$ cat src/rtl/cordic_seq_ctrl.sv
// rtl/cordic_seq_ctrl.sv - iterative CORDIC job sequencer; optional CORDIC_HYP_REPEAT_EN enables hyperbolic repeat iterations
module cordic_seq_ctrl #(
    parameter int WIDTH  = 32,
    parameter int ITER_W = 5
) (
    input  logic              clk,
    input  logic              rst,
    input  logic              start_valid,
    output logic              start_ready,
    input  logic [WIDTH-1:0]  x_in,
    input  logic [WIDTH-1:0]  y_in,
    input  logic [WIDTH-1:0]  z_in,
    input  logic              cfg_mode,
    input  logic              cfg_sys,
    input  logic [ITER_W-1:0] cfg_iters,
    input  logic              cfg_ov_stop_en,
    input  logic              cfg_z_ov_stop_en,
    input  logic              cfg_err_irq_en,
    input  logic              cfg_rslt_irq_en,
    input  logic              stop,
    output logic              res_valid,
    input  logic              res_ready,
    output logic [WIDTH-1:0]  x_out,
    output logic [WIDTH-1:0]  y_out,
    output logic [WIDTH-1:0]  z_out,
    output logic              busy,
    output logic              inp_err,
    output logic              ov_err,
    output logic              x_ov,
    output logic              y_ov,
    output logic              z_ov,
    output logic [ITER_W-1:0] iter_elapsed,
    output logic [ITER_W-1:0] ov_iter,
    output logic              irq,
    output logic [WIDTH-1:0]  dp_x,
    output logic [WIDTH-1:0]  dp_y,
    output logic [WIDTH-1:0]  dp_z,
    output logic [ITER_W-1:0] dp_shift,
    output logic              dp_dir,
    output logic              dp_sys,
    input  logic [WIDTH-1:0]  dp_x_res,
    input  logic [WIDTH-1:0]  dp_y_res,
    input  logic [WIDTH-1:0]  dp_z_res,
    input  logic              dp_x_ov,
    input  logic              dp_y_ov,
    input  logic              dp_z_ov,
    output logic [ITER_W-1:0] lut_offset,
    output logic              lut_sys,
    input  logic [WIDTH-1:0]  lut_angle,
    output logic [WIDTH-1:0]  dp_angle
);

    // Shift saturates at the word width, or at the counter range if that is narrower
    localparam int SHIFT_MAX_I = ((WIDTH - 1) < ((1 << ITER_W) - 1)) ? (WIDTH - 1) : ((1 << ITER_W) - 1);
    localparam logic [ITER_W-1:0] SHIFT_MAX = ITER_W'(SHIFT_MAX_I);
    // 90 degrees in turn-fraction units
    localparam logic [WIDTH-1:0]  QUARTER   = {2'b01, {(WIDTH-2){1'b0}}};

    typedef enum logic [2:0] {
        IDLE = 3'd0,
        PRE  = 3'd1,
        ITER = 3'd2,
        POST = 3'd3,
        DONE = 3'd4
    } state_t;

    state_t state;
    state_t state_nxt;

    // Job configuration captured at acceptance
    logic              mode_r;
    logic              sys_r;
    logic [ITER_W-1:0] iters_r;
    logic              ov_stop_en_r;
    logic              z_ov_stop_en_r;
    logic              err_irq_en_r;
    logic              rslt_irq_en_r;

    logic [ITER_W-1:0] shift;
    logic [ITER_W-1:0] shift_inc;
    logic [ITER_W-1:0] shift_step;
    logic [ITER_W-1:0] iter_next;
    logic              ov_stop_hit;
    logic              irq_pend;

    logic              accept;
    logic              circ_fix;
    logic              hyp_bad;
    logic [WIDTH:0]    x_ext;
    logic [WIDTH:0]    y_ext;
    logic [WIDTH:0]    y_abs;
    logic              ov_stop_now;
    logic              iter_last;

`ifdef CORDIC_HYP_REPEAT_EN
    logic [ITER_W+1:0] next_rep;
    logic              rep_done;
    logic              rep_hit;
`endif

    assign accept      = start_valid && start_ready;
    assign start_ready = (state == IDLE) && !rst;
    assign busy        = (state != IDLE);
    assign res_valid   = (state == DONE);
    assign irq         = res_valid && irq_pend;
    assign ov_err      = x_ov | y_ov | z_ov;

    assign dp_x       = x_out;
    assign dp_y       = y_out;
    assign dp_z       = z_out;
    assign dp_shift   = shift;
    assign lut_offset = shift;
    assign dp_dir     = mode_r;
    assign dp_sys     = sys_r;
    assign lut_sys    = sys_r;
    assign dp_angle   = lut_angle;

    assign iter_next = iter_elapsed + ITER_W'(1);
    assign shift_inc = (shift == SHIFT_MAX) ? shift : shift + ITER_W'(1);

    // Range reduction and hyperbolic input validity, evaluated on the latched operands
    always_comb begin
        x_ext    = {x_out[WIDTH-1], x_out};
        y_ext    = {y_out[WIDTH-1], y_out};
        y_abs    = y_ext[WIDTH] ? (~y_ext + 1'b1) : y_ext;
        circ_fix = sys_r && ((mode_r && (z_out > QUARTER)) || (!mode_r && x_out[WIDTH-1]));
        hyp_bad  = !sys_r && (x_out[WIDTH-1] || ($signed(y_abs) > $signed(x_ext)));
    end

    // Exit conditions judged on the iteration being committed this cycle
    always_comb begin
        ov_stop_now = (ov_stop_en_r && (dp_x_ov || dp_y_ov)) ||
                      (ov_stop_en_r && z_ov_stop_en_r && dp_z_ov);
        iter_last   = (iter_next == iters_r) || stop || ov_stop_now;
    end

    // Next shift value; hyperbolic runs may hold a shift for one repeat iteration
    always_comb begin
        shift_step = shift_inc;
`ifdef CORDIC_HYP_REPEAT_EN
        rep_hit = !sys_r && ({2'b00, shift} == next_rep);
        if (rep_hit && !rep_done) begin
            shift_step = shift;
        end
`endif
    end

    // State register
    always_ff @(posedge clk or posedge rst) begin
        if (rst) begin
            state <= IDLE;
        end else begin
            state <= state_nxt;
        end
    end

    // Next-state decode
    always_comb begin
        state_nxt = state;
        case (state)
            IDLE: begin
                if (accept) begin
                    state_nxt = PRE;
                end
            end
            PRE: begin
                if (hyp_bad || (iters_r == '0)) begin
                    state_nxt = POST;
                end else begin
                    state_nxt = ITER;
                end
            end
            ITER: begin
                if (iter_last) begin
                    state_nxt = POST;
                end
            end
            POST: begin
                state_nxt = DONE;
            end
            DONE: begin
                if (res_ready) begin
                    state_nxt = IDLE;
                end
            end
            default: begin
                state_nxt = IDLE;
            end
        endcase
    end

    // Job configuration latch
    always_ff @(posedge clk or posedge rst) begin
        if (rst) begin
            mode_r         <= 1'b0;
            sys_r          <= 1'b0;
            iters_r        <= '0;
            ov_stop_en_r   <= 1'b0;
            z_ov_stop_en_r <= 1'b0;
            err_irq_en_r   <= 1'b0;
            rslt_irq_en_r  <= 1'b0;
        end else if (accept) begin
            mode_r         <= cfg_mode;
            sys_r          <= cfg_sys;
            iters_r        <= cfg_iters;
            ov_stop_en_r   <= cfg_ov_stop_en;
            z_ov_stop_en_r <= cfg_z_ov_stop_en;
            err_irq_en_r   <= cfg_err_irq_en;
            rslt_irq_en_r  <= cfg_rslt_irq_en;
        end
    end

    // Working registers: load, quadrant correction, per-iteration commit
    always_ff @(posedge clk or posedge rst) begin
        if (rst) begin
            x_out <= '0;
            y_out <= '0;
            z_out <= '0;
        end else if (accept) begin
            x_out <= x_in;
            y_out <= y_in;
            z_out <= z_in;
        end else if (state == PRE) begin
            if (circ_fix) begin
                x_out <= -x_out;
                y_out <= -y_out;
                z_out <= {~z_out[WIDTH-1], z_out[WIDTH-2:0]};
            end
        end else if (state == ITER) begin
            x_out <= dp_x_res;
            y_out <= dp_y_res;
            z_out <= dp_z_res;
        end
    end

    // Status flags, counters and pending interrupt
    always_ff @(posedge clk or posedge rst) begin
        if (rst) begin
            inp_err      <= 1'b0;
            x_ov         <= 1'b0;
            y_ov         <= 1'b0;
            z_ov         <= 1'b0;
            iter_elapsed <= '0;
            ov_iter      <= '0;
            ov_stop_hit  <= 1'b0;
            irq_pend     <= 1'b0;
        end else if (accept) begin
            inp_err      <= 1'b0;
            x_ov         <= 1'b0;
            y_ov         <= 1'b0;
            z_ov         <= 1'b0;
            iter_elapsed <= '0;
            ov_iter      <= '0;
            ov_stop_hit  <= 1'b0;
            irq_pend     <= 1'b0;
        end else if (state == PRE) begin
            inp_err <= hyp_bad;
        end else if (state == ITER) begin
            iter_elapsed <= iter_next;
            x_ov         <= x_ov | dp_x_ov;
            y_ov         <= y_ov | dp_y_ov;
            z_ov         <= z_ov | dp_z_ov;
            // ov_iter freezes on the first iteration that raised any overflow
            if (!ov_err) begin
                ov_iter <= iter_next;
            end
            if (ov_stop_now) begin
                ov_stop_hit <= 1'b1;
            end
        end else if (state == POST) begin
            irq_pend <= rslt_irq_en_r || (err_irq_en_r && (inp_err || ov_stop_hit));
        end
    end

    // Shift counter: circular starts at 0, hyperbolic at 1
    always_ff @(posedge clk or posedge rst) begin
        if (rst) begin
            shift <= '0;
        end else if (accept) begin
            shift <= '0;
        end else if (state == PRE) begin
            shift <= sys_r ? '0 : ITER_W'(1);
        end else if (state == ITER) begin
            shift <= shift_step;
        end
    end

`ifdef CORDIC_HYP_REPEAT_EN
    // Repeat bookkeeping: each repeat shift 4, 13, 40, ... is used twice
    always_ff @(posedge clk or posedge rst) begin
        if (rst) begin
            next_rep <= '0;
            rep_done <= 1'b0;
        end else if (accept || (state == PRE)) begin
            next_rep <= (ITER_W+2)'(4);
            rep_done <= 1'b0;
        end else if ((state == ITER) && rep_hit) begin
            if (!rep_done) begin
                rep_done <= 1'b1;
            end else begin
                rep_done <= 1'b0;
                next_rep <= next_rep + (next_rep << 1) + (ITER_W+2)'(1);
            end
        end
    end
`endif

endmodule

$ cat config.mk
export PLATFORM = sky130hd
export DESIGN_NAME = cordic_seq_ctrl
export DESIGN_NICKNAME = d
export VERILOG_FILES = /design/src/rtl/cordic_seq_ctrl.sv
export SDC_FILE = /design/constraint.sdc
export NUM_CORES = 1
export LEC_CHECK = 0
export ABC_AREA = 1
export BUFFER_PORTS_ARGS = -buffer_cell sky130_fd_sc_hd__buf_2
export CAP_MARGIN = 30
export CORE_MARGIN = 8
export CORE_UTILIZATION = 25
export DETAILED_ROUTE_END_ITERATION = 6
export SYNTH_ARGS = -nofsm -noshare
export SYNTH_HDL_FRONTEND = slang
export SYNTH_SLANG_ARGS = --single-unit
export TNS_END_PERCENT = 1
$ cat constraint.sdc
create_clock -name clk -period 8.1 [get_ports clk]
set_input_delay 0.405 -clock clk [delete_from_list [all_inputs] [get_ports clk]]
set_output_delay 0.405 -clock clk [all_outputs]
set_load 0.005 [all_outputs]
==> results.md <==
* P per Cell Area at 450 nW/um^2
* Root buffer cell: clkbuf_16
* Seq/Total Area, Yosys at 0.312
* Die height at 221 um
* Post-CTS Hold Fix Bufs at 0
* Slowest-stage cell, CP: dfrtp_1
* RSZ-0062 raised after global routing: false
* Max-slew headroom at 0.367
* HPWL Detailed at 36400 um
* Fmax at 0.278 GHz
* I/O Buffers at 434
* Final #Nets at 2120
* CORE AREA at 41700 um^2
* Critical path's largest stage delay at 0.40 ns
* Maximum VDD drop at 0.000375 V
* Setup crit end kind: register
* Status: completed
* Area delta synth->final at 22.0%
* Yosys top cell by area: dfrtp_1
* PnR Total Power at 0.00577 W
* Design area at 12800 um^2
* Iter 0 DRT Violations at 616
* Gr ovfl total at 0
* Clock sink count at 131
* Cts repair resizes at 0
* Residual DRC at 0
* Post-synth EDFFs at 0
* Leakage power total at 6.95 nW
* Via count at 11100
* CTS tree: yes
* Final setup vio count at 0
* GRT Total Usage at 0.182
* Number of global-route vias before repair at 11300
* Post-Syn Instances at 1564
* Final period utilization at 0.443
* FP Rows at 75
* Global-route wire length before repair at 68800 um
* Starting density of the core at 0.252
* H-tree depth at 4
* Syn_area_per_cell at 6.71 um^2
* Die width at 221 um
* Max cap viols at 0
* Netlist cell types at 45
* Largest cells by area after synthesis: dfrtp_1 (31%), nand2_1 (20%), buf_4 (9.9%)
* Worst path required time at 8.44 ns
* Post-route minimum period at 3.59 ns
* Bufs on Longest Clock Path at 2
* # fillers at 4651
* Post-Syn Area at 10500 um^2
* CP max FO at 5
* Synth warnings at 0
* Post-CTS Setup Inserts at 0
* Initial antenna violation count at 6
* Final Hold Viols at 0
* Setup Crit Path Kind: register to register
* Area share of the largest cell type after synthesis at 0.312
* Hold Path Class: input port to asynchronous set/reset pin
* GPL Wtd Cong at 0.907
* Die ar. at 48800 um^2
* Fin cells at 2392
* Worst-Margin Slew at 0.950 ns
* Dpl cells at 2357
* Synth Flop Type: dfrtp_1
* Clk slew on worst S/H paths at 0.07 ns
* Async SR Flop Fraction at 1.00
* Top delay family on crit path: simple AND/OR/NAND/NOR gates
* Setup Skew at 0.0156 ns
* Final ANT Viol Nets at 0
* Post-Route WL at 45600 um
* Num CTS Buffers at 17
* Crit-path most repeated cell: nand2_1
* FF+latch count, synth at 131
* Clk_lat worst skew at 0.46 ns
* Slew Viols, Final at 0
* TritonRoute pass-1 iters at 5
* Net Count, Synth at 1846
* Largest net degree at the start of global routing at 88
* Post-DP Area at 12100 um^2
* Worst Path Buf+Inv at 1
* Worst setup SP type: register
* Crit path arrival time at 3.93 ns
* Setup_tns at 0 ns
* Layout cells sized above 1 at 0.284
* Wire length per cell at 19.1 um
* Vias per Instance at 4.65
* I/O pin cnt at 499
[logic make-up (layout without fill, tap and decap cells)]
family,after synthesis,in the layout,share of synthesized area
xor gates and xnor gates,29,29,0.0242
AOI/OAI and AO/OA,176,176,0.0951
DFF,131,131,0.312
muxes,5,5,0.00477
adders and majority gates,39,39,0.0465
and+or+nand+nor,859,859,0.345
buffers and inverters,324,611,0.171
other,1,3,0.000357
[power by group]
| part | leakage, nW | switching [W] | internal, W |
|---|---|---|---|
| Clock | 0.309 | 0.000366 | 0.000500 |
| Sequential | 1.63 | 0.000483 | 0.000981 |
| Combinational | 5.01 | 0.00220 | 0.00123 |
[flip-flops by register name, indices dropped and copies added, names as in the netlist]
register / flops
y_ov: 1
dp_dir: 1
irq_pend: 1
dp_y: 32
dp_sys: 1
dp_x: 32
ov_iter: 5
z_ov_stop_en_r: 1
iter_elapsed: 5
x_ov: 1
ov_stop_en_r: 1
z_ov: 1
dp_z: 32
state: 3
err_irq_en_r: 1
ov_stop_hit: 1
dp_shift: 5
inp_err: 1
rslt_irq_en_r: 1
iters_r: 5
[synthesized netlist by cell type, types with 20 or more instances]
cell type / instances
dfrtp_1: 131
buf_4: 139
o21ai_0: 87
inv_1: 122
nand2_1: 570
nor2_1: 87
buf_2: 24
clkbuf_1: 20
xor2_1: 26
nand3_1: 121
a21oi_1: 40
ha_1: 39
[metal layers]
layer  wire (um)  vias to the layer above  GRT usage
li1            -                     5451          -
met3        3470                       56     0.0582
met4        1110                        6     0.0577
met5          40                        -          0
met2       22000                      443      0.313
met1       19000                     5166      0.212
[area by class of cell]
cell class | instances | area [um^2] | share of cell area
Tap cell | 539 | 674 | 0.0527
Antenna cell | 2 | 5.00 | 0.000391
Multi-Input combinational cell | 1109 | 5430 | 0.424
Sequential cell | 131 | 3280 | 0.256
Timing Repair Buffer | 444 | 2270 | 0.177
Clock buffer | 17 | 425 | 0.0332
Inverter | 135 | 514 | 0.0402
Clock inverter | 15 | 206 | 0.0161
[cells in the final DEF, fill, tap and decap left out, types with 3 or more instances in the layout]
master     instances
o211ai_1           9
bufinv_16          3
mux2i_1            5
nand3_1          121
buf_4              9
nor2_2            10
inv_2             12
o21ai_0           87
buf_2            434
inv_8              5
a21boi_0           3
nor2_4             4
nor2_1            87
xor2_1            26
inv_6              7
a21oi_1           40
a221oi_1          11
nand4_1           19
ha_1              39
clkbuf_16         17
xnor2_1            3
dfrtp_1          131
nor4_1            14
nor3_1            12
o21ai_1            8
a22oi_1            4
a31oi_1            4
or2_2              5
nand2_1          569
nand2_2            8
inv_1            121
[through the flow]
step                      hold WS [ns]  setup WS, ns  utilization
after global routing            0.0904          4.12        0.307
after global placement           0.461          4.59        0.291
final                           0.0414          4.51        0.307
after detailed placement         0.465          4.49        0.291
after CTS                        0.101          4.47        0.307
after floorplan                  0.443          4.20            -
[worst paths after layout]
path                                           start                    endpoint  slack, ns  depth (start not counted)
setup / recovery                 dp_y[0]$_DFFE_PP0P_        state[0]$_DFFE_PP0P_       4.51                         26
min in group clk                    cfg_z_ov_stop_en  z_ov_stop_en_r$_DFFE_PP0P_       0.13                          3
setup reg to reg                 dp_y[0]$_DFFE_PP0P_        state[0]$_DFFE_PP0P_       4.51                         26
max in group asynchronous                        rst         dp_x[7]$_DFFE_PP0P_       6.73                          3
hold / removal                                   rst         dp_z[7]$_DFFE_PP0P_       0.04                          2
hold reg to reg            rslt_irq_en_r$_DFFE_PP0P_   rslt_irq_en_r$_DFFE_PP0P_       0.48                          2
Power figures use the tool's default switching activity.
